**config.mk**
```make
export PLATFORM = sky130hd
export DESIGN_NAME = riscv_lsu_v2
export DESIGN_NICKNAME = d
export VERILOG_FILES = /design/src/rtl/riscv_lsu_v2.sv
export SDC_FILE = /design/constraint.sdc
export NUM_CORES = 1
export LEC_CHECK = 0
export ABC_AREA = 1
export BUFFER_PORTS_ARGS = -buffer_cell sky130_fd_sc_hd__buf_2
export CAP_MARGIN = 25
export CORE_ASPECT_RATIO = 1.25
export CORE_MARGIN = 4
export CORE_UTILIZATION = 30
export CTS_CLUSTER_SIZE = 28
export DETAILED_ROUTE_END_ITERATION = 6
export GPL_TIMING_DRIVEN = 0
export PLACE_DENSITY = 0.73
export SETUP_SLACK_MARGIN = 0.05
export SLEW_MARGIN = 10
export SYNTH_ARGS = -nofsm -noshare
export SYNTH_HDL_FRONTEND = slang
export SYNTH_SLANG_ARGS = --single-unit
```
**constraint.sdc**
```tcl
create_clock -name clk_i -period 2.2 [get_ports clk_i]
set_input_delay 0.22 -clock clk_i [delete_from_list [all_inputs] [get_ports clk_i]]
set_output_delay 0.22 -clock clk_i [all_outputs]
set_load 0.01 [all_outputs]
```
**src/rtl/riscv_lsu_v2.sv**
```systemverilog
// Load/store unit between the single-cycle core data port and a variable-latency memory.
// Formats byte/half/word accesses, stalls the core until completion and faults bad or hung accesses.
module riscv_lsu_v2 #(
  parameter int unsigned ADDR_W         = 32,
  parameter int unsigned TIMEOUT        = 255,
  parameter bit          MISALIGN_CHECK = 1'b1
) (
  input  logic              clk_i,
  input  logic              rst_i,
  input  logic              core_req_i,
  input  logic              core_we_i,
  input  logic [2:0]        core_size_i,
  input  logic [ADDR_W-1:0] core_addr_i,
  input  logic [31:0]       core_wd_i,
  output logic [31:0]       core_rd_o,
  output logic              core_stall_o,
  output logic              core_fault_o,
  output logic              mem_req_o,
  output logic              mem_we_o,
  output logic [3:0]        mem_be_o,
  output logic [ADDR_W-1:0] mem_addr_o,
  output logic [31:0]       mem_wd_o,
  input  logic [31:0]       mem_rd_i,
  input  logic              mem_ready_i
);

  localparam int unsigned   CW   = (TIMEOUT > 0) ? $clog2(TIMEOUT + 1) : 1;
  localparam logic [CW-1:0] LAST = (TIMEOUT > 0) ? CW'(TIMEOUT - 1) : '0;

  typedef enum logic {S_IDLE, S_BUSY} state_t;

  state_t        r_state, w_state_nxt;
  logic [CW-1:0] r_wait_cnt, w_wait_nxt;

  logic        w_illegal, w_misalign, w_fault_cond, w_timeout;
  logic [7:0]  w_byte;
  logic [15:0] w_half;
  logic [31:0] w_rd_fmt, w_wd_rep;
  logic [3:0]  w_be;

  // Sizes 3, 6 and 7 are illegal; size[1:0] gives the access width for both signed and unsigned loads
  always_comb begin
    w_illegal = (core_size_i == 3'd3) || (core_size_i[2:1] == 2'b11);
    case (core_size_i[1:0])
      2'b01:   w_misalign = core_addr_i[0];
      2'b10:   w_misalign = |core_addr_i[1:0];
      default: w_misalign = 1'b0;
    endcase
  end

  assign w_fault_cond = w_illegal | (MISALIGN_CHECK & w_misalign);
  assign w_timeout    = (TIMEOUT != 0) && (r_wait_cnt == LAST);

  always_comb begin
    case (core_addr_i[1:0])
      2'd0:    w_byte = mem_rd_i[7:0];
      2'd1:    w_byte = mem_rd_i[15:8];
      2'd2:    w_byte = mem_rd_i[23:16];
      default: w_byte = mem_rd_i[31:24];
    endcase
    w_half = core_addr_i[1] ? mem_rd_i[31:16] : mem_rd_i[15:0];
    case (core_size_i)
      3'd0:    w_rd_fmt = {{24{w_byte[7]}}, w_byte};
      3'd4:    w_rd_fmt = {24'd0, w_byte};
      3'd1:    w_rd_fmt = {{16{w_half[15]}}, w_half};
      3'd5:    w_rd_fmt = {16'd0, w_half};
      default: w_rd_fmt = mem_rd_i;
    endcase
  end

  always_comb begin
    case (core_size_i[1:0])
      2'b00: begin
        w_be     = 4'b0001 << core_addr_i[1:0];
        w_wd_rep = {4{core_wd_i[7:0]}};
      end
      2'b01: begin
        w_be     = 4'b0011 << {core_addr_i[1], 1'b0};
        w_wd_rep = {2{core_wd_i[15:0]}};
      end
      default: begin
        w_be     = 4'b1111;
        w_wd_rep = core_wd_i;
      end
    endcase
  end

  always_comb begin
    w_state_nxt  = r_state;
    w_wait_nxt   = r_wait_cnt;
    mem_req_o    = 1'b0;
    core_stall_o = 1'b0;
    core_fault_o = 1'b0;
    core_rd_o    = '0;
    mem_we_o     = 1'b0;
    mem_be_o     = '0;
    mem_addr_o   = '0;
    mem_wd_o     = '0;
    if (!rst_i) begin
      case (r_state)
        S_IDLE: begin
          if (core_req_i) begin
            if (w_fault_cond) begin
              core_fault_o = 1'b1;
            end else begin
              mem_req_o    = 1'b1;
              core_stall_o = 1'b1;
              w_state_nxt  = S_BUSY;
              w_wait_nxt   = '0;
            end
          end
        end
        default: begin
          // Ready takes priority over an expiring timeout in the same cycle
          if (mem_ready_i) begin
            mem_req_o   = 1'b1;
            core_rd_o   = core_we_i ? '0 : w_rd_fmt;
            w_state_nxt = S_IDLE;
          end else if (w_timeout) begin
            core_fault_o = 1'b1;
            w_state_nxt  = S_IDLE;
          end else begin
            mem_req_o    = 1'b1;
            core_stall_o = 1'b1;
            w_wait_nxt   = r_wait_cnt + 1'b1;
          end
        end
      endcase
      if (mem_req_o) begin
        mem_we_o   = core_we_i;
        mem_be_o   = core_we_i ? w_be : 4'b0000;
        mem_addr_o = {core_addr_i[ADDR_W-1:2], 2'b00};
        mem_wd_o   = w_wd_rep;
      end
    end
  end

  always_ff @(posedge clk_i) begin
    if (rst_i) begin
      r_state    <= S_IDLE;
      r_wait_cnt <= '0;
    end else begin
      r_state    <= w_state_nxt;
      r_wait_cnt <= w_wait_nxt;
    end
  end

endmodule

```
==> metrics.md, run 1 <==
| Metric | Value |
|---|---|
| Routed Antenna Nets | 0 |
| Nets | 835 |
| Power per cell area | 254.3 nW/µm² |
| Synthesized instance count | 502 |
| Met2 WL | 5841 µm |
| CP Cell Sequence | inv_2 -> ha_1 -> nand2_1 -> nor2_1 -> nand4_1 -> nand3_2 -> buf_6 -> buf_12 -> nor2_2 -> buf_2 |
| Vias | 3,944 |
| Max stage delay on crit path | 0.33 ns |
| Clock-pin slew on the worst setup and hold paths | 0.04 ns |
| Worst path top cell family by delay | buffers and inverters |
| Critical path's slowest cell | dfxtp_2 |
| Seq/Total Area, Yosys | 6.548% |
| Crit path max fanout | 10 |
| Final hold slack | 0.3402 ns |
| Worst skew pair latency | 0.23 ns |
| MaxCap Viol Count | 0 |
| Yosys warnings | 0 |
| Worst Skew | 0.0008822 ns |
| Critical path buffers and inverters | 4 |
| First DRT Iteration DRCs | 160 |
| RSZ-0062 raised after global routing | false |
| Area contributors post-synth | nor2_1 (12%), nand2_1 (11%), nor2_2 (9.1%) |
| Worst VDD drop | 138.9 µV |
| Avg Inst Size Synth | 5.481 µm² |
| Crit path from | r_wait_cnt[0] |
| Post-synth top area cell | nor2_1 |
| Mapped cell area | 2751 µm² |
| Met1 wire length | 4454 µm |
| Initial Util | 31.28% |
| Synthesis-to-layout area growth | 51.07% |
| Synth top area share | 11.73% |
| Min-delay worst type | in2reg |
| CP required | 1.98 ns |
| Vias in the first global route | 3,694 |
| Startpoint types | register |
| GRT overflow | 0 |
| Die X | 93.66 µm |
| Initial antenna violation count | 0 |
| Placer Congestion | 0.9217 |
| FP Rows | 38 |
| Dpl cells | 827 |
| Final Hold Viols | 0 |
| Fmax | 0.4927 GHz |
| EDFF count, synth | 0 |
| Hold path startpoint | rst_i |
| Finish-stage setup viols | 0 |
| Vias per cell | 4.679 |
| IO Pins | 208 |
| IO buf count | 204 |
| CTS tree | yes |
| Period minus WS final | 2.030 ns |
| Clock sink count | 9 |
| TritonCTS Buffers | 3 |
| Die height | 115.1 µm |
| Post-CTS Hold Fix Bufs | 0 |
| Netlist cell types | 32 |
| Critical path type | reg2out |
| Longest Clk Path Bufs | 2 |
| Max Used Layer | met4 |
| Final worst-path cycle share | 92.26% |
| DRC violations left | 0 |
| Routed WL | 11,710 µm |
| Max-slew violation count | 0 |
| Non-Filler Instances | 843 |
| Outcome | finished, final reports clean |
| Met3 wire length | 1200 µm |
| WL/cell | 13.89 µm |
| Ys async rst share | 0% |
| Pleak | 2.406 nW |
| Origin of the critical flop-to-flop path | r_wait_cnt[0] |
| Dpl hpwl | 9524 µm |
| Total Routing Usage GR | 20.05% |
| Nature of the critical path endpoint | output pin |
| Core outline area | 8796 µm² |
| First-pass GRT wire length | 17,630 µm |
| Yosys reg bits | 9 |
| Die area | 10,780 µm² |
| Diode count | 0 |
| Layout cells sized above 1 | 45.64% |
| DRT Pass-1 Iters | 4 |
| Ys flop type | dfxtp_1 |
| Root Buffer | clkbuf_8 |
| CP Data Arrival Time | 1.81 ns |
| Power Total | 1.057 mW |
| Pin count of the biggest net entering global routing | 11 |
| H-tree depth | 1 |
## layout by cell type, fill, tap and decap left out, types with 8 or more instances in the layout
master / count
a21oi_1: 43
buf_2: 211
buf_4: 14
dfxtp_1: 8
inv_1: 62
inv_2: 10
nand2_1: 78
nand3_1: 32
nor2_1: 85
nor2_2: 40
nor2_4: 14
nor3_1: 8
o211ai_1: 13
o21ai_0: 31
o21ai_1: 11
or2_2: 8
## cells in the mapped netlist (7+ instances only)
master and instances:
nand2_1 79, o21ai_1 10, o21ai_0 32, nor2_2 40
dfxtp_1 9, inv_2 10, or2_2 8, nor2_1 86
clkbuf_1 7, a21oi_1 43, nor3_1 9, buf_2 10
o211ai_1 13, inv_1 64, nor2_4 13, nand3_1 32
ha_1 7
## stage by stage
step           worst slack [ns]  utilization, %  area (µm²)  TNS [ns]
2_1_floorplan            0.5163               -        2755         0
3_3_place_gp            -0.1954           44.64        3926    -2.176
3_5_place_dp            -0.1969           44.64        3926    -2.117
4_1_cts                 0.05102           46.24        4068         0
5_1_grt                 0.04840           47.25        4156         0
6_report                 0.1703           47.25        4156         0
## flip-flops by register name, summed over array words and instances, names as in the netlist
name	count
r_state	1
r_wait_cnt	8
## final cells by class
| cell class | instances | area, µm² |
|---|---|---|
| flip-flops and latches | 9 | 181.4 |
| multi-input cells | 392 | 2101 |
| repair buffers | 216 | 1151 |
| well taps | 120 | 150.1 |
| plain buffers | 28 | 245.2 |
| inverters | 74 | 282.8 |
| clock buffers | 4 | 45.04 |
| fillers | 980 | 4639 |
## layer usage
metal | GRT usage [%] | vias up
li1 | - | 2023
met1 | 23.09 | 1706
met2 | 37.64 | 202
met3 | 4.188 | 13
met4 | 4.624 | 0
met5 | 0 | -
## final timing paths
kind	to	slack (ns)	cells past startpoint
max	mem_wd_o[6]	0.17	10
min	r_wait_cnt[0]	0.34	4
max reg2reg	r_wait_cnt[6]	0.63	11
min reg2reg	r_wait_cnt[7]	0.50	2
## report_power, final
| part | internal (mW) | switching (mW) |
|---|---|---|
| Clock | 0.126 | 0.0628 |
| Sequential | 0.166 | 0.00227 |
| Combinational | 0.279 | 0.421 |
| Total | 0.571 | 0.486 |
## kinds of logic (layout without fill, tap and decap cells)
logic type / Yosys count / after routing / share of synthesized area, %
flops: 9 / 9 / 6.548
xor+xnor: 1 / 1 / 0.3184
other cells: 1 / 2 / 0.1363
fa+ha+maj: 7 / 7 / 3.183
compound gates: 100 / 100 / 19.65
buf+inv: 102 / 322 / 18.24
simple gates: 282 / 282 / 51.93
## tightest hold or removal path: stages
cell and delay [ns]:
buf_2 0.16, a21oi_1 0.05, o21ai_0 0.06, inv_1 0.04
## what timing repair did
action | in CTS | in global routing
buffers inserted | 3 | 8
gates cloned | 1 | 0
endpoints found under the setup margin | 35 | 67
hold endpoints to repair | 0 | 0
pin swaps | 1 | 3
gates resized for setup | 11 | 9
(Power assumes the default switching activity.)
==> inputs of run 2 (changes only) <==
--- a/config.mk
+++ b/config.mk
@@ -8,7 +8,6 @@
 export ABC_AREA = 1
 export BUFFER_PORTS_ARGS = -buffer_cell sky130_fd_sc_hd__buf_2
 export CAP_MARGIN = 25
-export CORE_ASPECT_RATIO = 1.25
 export CORE_MARGIN = 4
 export CORE_UTILIZATION = 30
 export CTS_CLUSTER_SIZE = 28
==> run 2 against run 1 <==
  * Largest power group unchanged
  * Wire length is 1.9% lower
  * Sequential share of layout area barely moved
  * Fmax decreased by 1.2%
  * Hold slack got worse by 0.0059 ns
  * Clock power increased by 2%
  * Largest cell class unchanged
==> metrics.md, run 2 (synthesis results as in run 1) <==
| Metric | Value |
|---|---|
| Outcome | finished, final reports clean |
| Vias in the first global route | 3,802 (+2.9%) |
| Routed WL | 11,490 µm (-1.9%) |
| Clock sink count | 9 (unchanged) |
| Die X | 103.8 µm (+11%) |
| Biggest regs | r_wait_cnt x8, r_state x1 |
| CP Data Arrival Time | 1.83 ns (+0.02 ns) |
| FP Rows | 34 (-11%) |
| Worst R2R Setup Slack | 0.66 ns (+0.03 ns) |
| Max-slew violation count | 0 (unchanged) |
| Nature of the critical path endpoint | output pin |
| Startpoint types | register |
| First-pass GRT wire length | 18,620 µm (+5.6%) |
| RSZ-0062 raised after global routing | true |
| Nets | 836 (+0.12%) |
| Worst VDD drop | 124.5 µV (-10%) |
| Period minus WS final | 2.054 ns (+0.02394 ns) |
| Pleak | 2.420 nW (+0.57%) |
| DRC violations left | 0 (unchanged) |
| Root Buffer | clkbuf_8 |
| Vias | 3,971 (+0.68%) |
| Setup WS post-layout | 0.1464 ns (-0.02394 ns) |
| Origin of the critical flop-to-flop path | r_wait_cnt[0] |
| IO Pins | 208 (unchanged) |
| Die height | 103.8 µm (-9.8%) |
| Crit path max fanout | 10 (unchanged) |
| Initial antenna violation count | 2 (+2) |
| MaxCap Viol Count | 0 (unchanged) |
| Fmax | 0.4869 GHz (-1.2%) |
| Pin count of the biggest net entering global routing | 11 (unchanged) |
| Finish-stage setup viols | 0 (unchanged) |
| First DRT Iteration DRCs | 130 (-19%) |
| Max reg flops | 8 (unchanged) |
| Largest register by flop count | r_wait_cnt |
| Core outline area | 8806 µm² (+0.11%) |
| DRT Pass-1 Iters | 5 (+1) |
| Worst Skew | 0.001072 ns (+0.0001900 ns) |
| Fin util | 47.68% (+0.43 points) |
| WL/cell | 13.79 µm (-0.72%) |
| Critical path type | reg2out |
| Synthesis-to-layout area growth | 52.61% |
| Most frequent cells in the layout | buf_2 (209), nor2_1 (85), nand2_1 (78) |
| Routed Antenna Nets | 0 (unchanged) |
| Power Total | 1.074 mW (+1.6%) |
| CTS tree | yes |
| TritonCTS Buffers | 3 (unchanged) |
| Min-delay worst type | in2reg |
| Worst skew pair latency | 0.24 ns (about the same) |
| Power per cell area | 255.8 nW/µm² (+0.59%) |
| Pre-CTS setup slack | -0.1366 ns (+0.06035 ns) |
| H-tree depth | 1 (unchanged) |
| Total Routing Usage GR | 20.34% (+0.30 points) |
| Setup TNS Final | 0 ns (unchanged) |
| Clock-pin slew on the worst setup and hold paths | 0.04 ns (about the same) |
| Longest Clk Path Bufs | 2 (unchanged) |
| GRT overflow | 0 (unchanged) |
| Initial Util | 31.24% (-0.036 points) |
| Vias per cell | 4.767 (+1.9%) |
| Placer Congestion | 0.9459 (+2.6%) |
| Final Hold Viols | 0 (unchanged) |
| Dpl hpwl | 9419 µm (-1.1%) |
| Layout cells sized above 1 | 46.13% (+0.49 points) |
| Commonest non-fill, non-tap cell in the layout | buf_2 |
| IO buf count | 204 (unchanged) |
| Hold path startpoint | rst_i |
| Post-CTS Hold Fix Bufs | 0 (unchanged) |
| Crit path from | r_wait_cnt[0] |
| CP required | 1.98 ns (about the same) |
| Die area | 10,770 µm² (about the same) |
| Final worst-path cycle share | 93.35% (+1.1 points) |
[run 2: cell count changes in the layout (fill, tap and decap cells not counted), sizes merged]
cell    previous run  this run
clkbuf            11        14
bufbuf             1         0
diode              0         1
buf              236       235
[run 2: path summary, 6_finish.rpt]
kind / end / cells past startpoint
min reg2reg: r_wait_cnt[3] / 2
max: mem_wd_o[8] / 10
min: r_wait_cnt[0] / 4
max reg2reg: r_wait_cnt[7] / 11
[run 2: critical path, cell delays in order (launching register included)]
cell and delay (ns):
dfxtp_2 0.32, inv_2 0.09, ha_4 0.13, nand2_2 0.05
nor2_2 0.12, nand4_1 0.21, nand3_4 0.20, buf_12 0.16
buf_12 0.14, nor2_2 0.04, buf_2 0.14
[run 2: layout make-up]
cell class	instances	area, µm²
diodes	1	2.502
plain buffers	28	256.5
clock buffers	4	45.04
fillers	939	4607
inverters	74	282.8
multi-input cells	392	2116
flip-flops and latches	9	185.2
well taps	108	135.1
repair buffers	217	1176
[run 2: through the flow]
stage / hold WS (ns) / cell area [µm²] / instances
detailed placement: 0.4890 / 3911 / 815
global route: 0.3469 / 4199 / 833
CTS: 0.3290 / 4019 / 823
finish: 0.3344 / 4199 / 833
floorplan: 0.3762 / 2755 / 503
global placement: 0.4868 / 3911 / 815
[run 2: report_power, final]
part           internal, mW  switching [mW]  total [mW]
Clock                 0.126          0.0668       0.193
Sequential            0.166         0.00184       0.168
Combinational         0.293           0.420       0.713
Total                 0.586           0.488        1.07
[run 2: what timing repair did]
action / 4_1_cts / 5_1_grt
pin swaps: 2 / 4
gates cloned: 1 / 2
endpoints found under the hold margin: 0 / 0
resized for setup: 6 / 23
buffers inserted: 3 / 7
setup endpoints to repair: 42 / 98
[run 2: routing by layer]
metal	part of all wire, %	track usage (%)	wire length [µm]	vias to the layer above
met5	0.11	0	13	-
met4	1.4	4.463	161	2
met3	9.7	4.291	1116	20
met2	49	38.13	5683	213
met1	39	23.62	4513	1707
li1	-	-	-	2029
==> inputs of run 3 (changes only) <==
--- a/config.mk
+++ b/config.mk
@@ -7,13 +7,13 @@
 export LEC_CHECK = 0
 export ABC_AREA = 1
 export BUFFER_PORTS_ARGS = -buffer_cell sky130_fd_sc_hd__buf_2
-export CAP_MARGIN = 25
 export CORE_MARGIN = 4
 export CORE_UTILIZATION = 30
 export CTS_CLUSTER_SIZE = 28
 export DETAILED_ROUTE_END_ITERATION = 6
 export GPL_TIMING_DRIVEN = 0
 export PLACE_DENSITY = 0.73
+export RECOVER_POWER = 100
 export SETUP_SLACK_MARGIN = 0.05
 export SLEW_MARGIN = 10
 export SYNTH_ARGS = -nofsm -noshare
==> run 3 against run 2 <==
  * Non-clock buffer count did not move
  * Clock power about the same
  * Utilization decreased by 0.057 points
  * Power decreased by 0.22%
  * Critical path type unchanged
  * Sequential power is essentially flat
  * Largest cell class unchanged
  * Largest power group unchanged
  * Design area fell by 0.12%
  * Clock-buffer cell count did not move
  * Critical path depth is the same
  * Wire length hardly changed
  * Final cell count did not move
==> metrics.md, run 3 (synthesis results as in run 1) <==
| Metric | Value |
|---|---|
| Outcome | finished, final reports clean |
| Dpl cell area | 3911 µm² (unchanged) |
| Clock share of power | 18.0% (about the same) |
| Min-delay worst type | in2reg |
| Worst R2R Setup Slack | 0.63 ns (-0.03 ns) |
| Max reg flops | 8 (unchanged) |
| Layout cells sized above 1 | 45.44% (-0.69 points) |
| Pleak | 2.417 nW (-0.10%) |
| Critical path's slowest cell | dfxtp_1 |
| Setup TNS Final | 0 ns (unchanged) |
| H-tree depth | 1 (unchanged) |
| GRT overflow | 0 (unchanged) |
| Crit path max fanout | 10 (unchanged) |
| Core outline area | 8806 µm² (unchanged) |
| Dpl cells | 815 (unchanged) |
| Critical path type | reg2out |
| Period minus WS final | 2.085 ns (+0.03165 ns) |
| Post-CTS Hold Fix Bufs | 0 (unchanged) |
| Worst-case reg-to-reg path depth | 11 (unchanged) |
| Largest register by flop count | r_wait_cnt |
| Placer Congestion | 0.9459 (unchanged) |
| Crit path capture | mem_wd_o[15] |
| RSZ-0062 raised after global routing | true |
| DRT Pass-1 Iters | 4 (-1) |
| Biggest regs | r_wait_cnt x8, r_state x1 |
| Internal power | 0.5848 mW (-0.13%) |
| Fill cell count | 942 (+0.32%) |
| CP Depth | 10 (unchanged) |
| Total Routing Usage GR | 20.34% (unchanged) |
| Pin count of the biggest net entering global routing | 11 (unchanged) |
| Crit path from | r_wait_cnt[0] |
| IO buf count | 204 (unchanged) |
| CP Data Arrival Time | 1.87 ns (+0.04 ns) |
| Sw frac | 45.42% (-0.048 points) |
| FP Rows | 34 (unchanged) |
| Power per cell area | 255.5 nW/µm² (-0.10%) |
| CP Cell Sequence | inv_2 -> ha_4 -> nand2_1 -> nor2_2 -> nand4_1 -> nand3_4 -> buf_12 -> buf_12 -> nor2_2 -> buf_2 |
| Finish-stage setup viols | 0 (unchanged) |
| Nature of the critical path endpoint | output pin |
| TritonCTS Buffers | 3 (unchanged) |
| Worst r2r dst | r_wait_cnt[7] |
| Routed Antenna Nets | 0 (unchanged) |
| Longest Clk Path Bufs | 2 (unchanged) |
| Critical path buffers and inverters | 4 (unchanged) |
| Origin of the critical flop-to-flop path | r_wait_cnt[0] |
| Comb power frac | 66.3% (about the same) |
| DRC violations left | 0 (unchanged) |
| Switching pwr | 0.4867 mW (-0.33%) |
| Fmax | 0.4796 GHz (-1.5%) |
| Max stage delay on crit path | 0.31 ns (about the same) |
| Die X | 103.8 µm (unchanged) |
| Dpl hpwl | 9419 µm (unchanged) |
| Final Hold Viols | 0 (unchanged) |
| CTS tree | yes |
| Clock sink count | 9 (unchanged) |
| Non-Filler Instances | 833 (unchanged) |
| Initial Util | 31.24% (unchanged) |
| Initial antenna violation count | 2 (unchanged) |
| Clock-pin slew on the worst setup and hold paths | 0.04 ns (about the same) |
| Max-slew violation count | 0 (unchanged) |
| Worst skew pair latency | 0.24 ns (about the same) |
| Vias | 3,959 (-0.30%) |
| Most frequent cells in the layout | buf_2 (208), nor2_1 (85), nand2_1 (79) |
| CP required | 1.98 ns (about the same) |
| Final worst-path cycle share | 94.78% (+1.4 points) |
| Pre-CTS setup slack | -0.1366 ns (unchanged) |
| Root Buffer | clkbuf_8 |
| Vias in the first global route | 3,802 (unchanged) |
| Die height | 103.8 µm (unchanged) |
| Final instance area | 4194 µm² (-0.12%) |
| Commonest non-fill, non-tap cell in the layout | buf_2 |
| Worst path top cell family by delay | simple AND/OR/NAND/NOR gates |
| Startpoint types | register |
| MaxCap Viol Count | 0 (unchanged) |
| First DRT Iteration DRCs | 132 (+1.5%) |
| Synthesis-to-layout area growth | 52.43% |
| Setup WS post-layout | 0.1147 ns (-0.03165 ns) |
| Worst Skew | 0.0009098 ns (-0.0001624 ns) |
| Worst VDD drop | 124.3 µV (-0.16%) |
| First-pass GRT wire length | 18,620 µm (unchanged) |
| Die area | 10,770 µm² (unchanged) |
| Nets | 836 (unchanged) |
| Sequential share of power | 15.7% (about the same) |
| IO Pins | 208 (unchanged) |
| Vias per cell | 4.753 (-0.30%) |
| Routed WL | 11,480 µm (about the same) |
| WL/cell | 13.78 µm (about the same) |
run 3: cell count changes in the layout (fill, tap and decap cells not counted), sizes merged:
cell and delta:
buf -1, clkbuf +1
run 3: layout make-up:
| class | instances | area, µm² | area share [%] |
|---|---|---|---|
| multi-input cells | 392 | 2113 | 50.39 |
| repair buffers | 217 | 1175 | 28.01 |
| inverters | 74 | 282.8 | 6.742 |
| plain buffers | 28 | 256.5 | 6.116 |
| flip-flops and latches | 9 | 183.9 | 4.385 |
| well taps | 108 | 135.1 | 3.222 |
| clock buffers | 4 | 45.04 | 1.074 |
| diodes | 1 | 2.502 | 0.05967 |
run 3: worst min path at each step:
stage                                to  cells past startpoint          start  slack [ns]
after floorplan           r_wait_cnt[0]                      3          rst_i        0.38
after global placement    r_wait_cnt[4]                      2  r_wait_cnt[4]        0.49
after detailed placement  r_wait_cnt[4]                      2  r_wait_cnt[4]        0.49
after CTS                 r_wait_cnt[0]                      4          rst_i        0.33
after global routing      r_wait_cnt[0]                      4          rst_i        0.35
final                     r_wait_cnt[0]                      4          rst_i        0.34
run 3: layer usage:
| metal | global-route usage [%] | part of all wire (%) | vias to the layer above |
|---|---|---|---|
| li1 | - | - | 2028 |
| met1 | 23.62 | 39 | 1700 |
| met2 | 38.13 | 50 | 207 |
| met3 | 4.291 | 9.4 | 22 |
| met4 | 4.463 | 1.5 | 2 |
| met5 | 0 | 0.17 | - |
run 3: power groups by stage:
stage	registers [mW]	clock network, mW	logic, mW
floorplan	0.170	0	0.406
global placement	0.171	0	0.664
detailed placement	0.171	0	0.668
CTS	0.168	0.203	0.679
global route	0.168	0.211	0.791
finish	0.168	0.193	0.711
run 3: per-stage QoR:
stage | hold WS, ns | utilization [%] | power [mW]
2_1_floorplan | 0.3762 | - | 0.5765
3_3_place_gp | 0.4868 | 44.42 | 0.8345
3_5_place_dp | 0.4890 | 44.42 | 0.8389
4_1_cts | 0.3290 | 45.64 | 1.051
5_1_grt | 0.3543 | 47.63 | 1.169
6_report | 0.3376 | 47.63 | 1.072
run 3: worst min-delay path, delay by kind of cell:
kind            cells  cell delay (ns)
compound gates      2             0.12
buf+inv             2             0.19
run 3: repair_timing:
action / CTS / global route
cloned: 1 / 2
buffers inserted: 3 / 7
resized for setup: 6 / 23
endpoints found under the setup margin: 42 / 98
pin swaps: 2 / 4
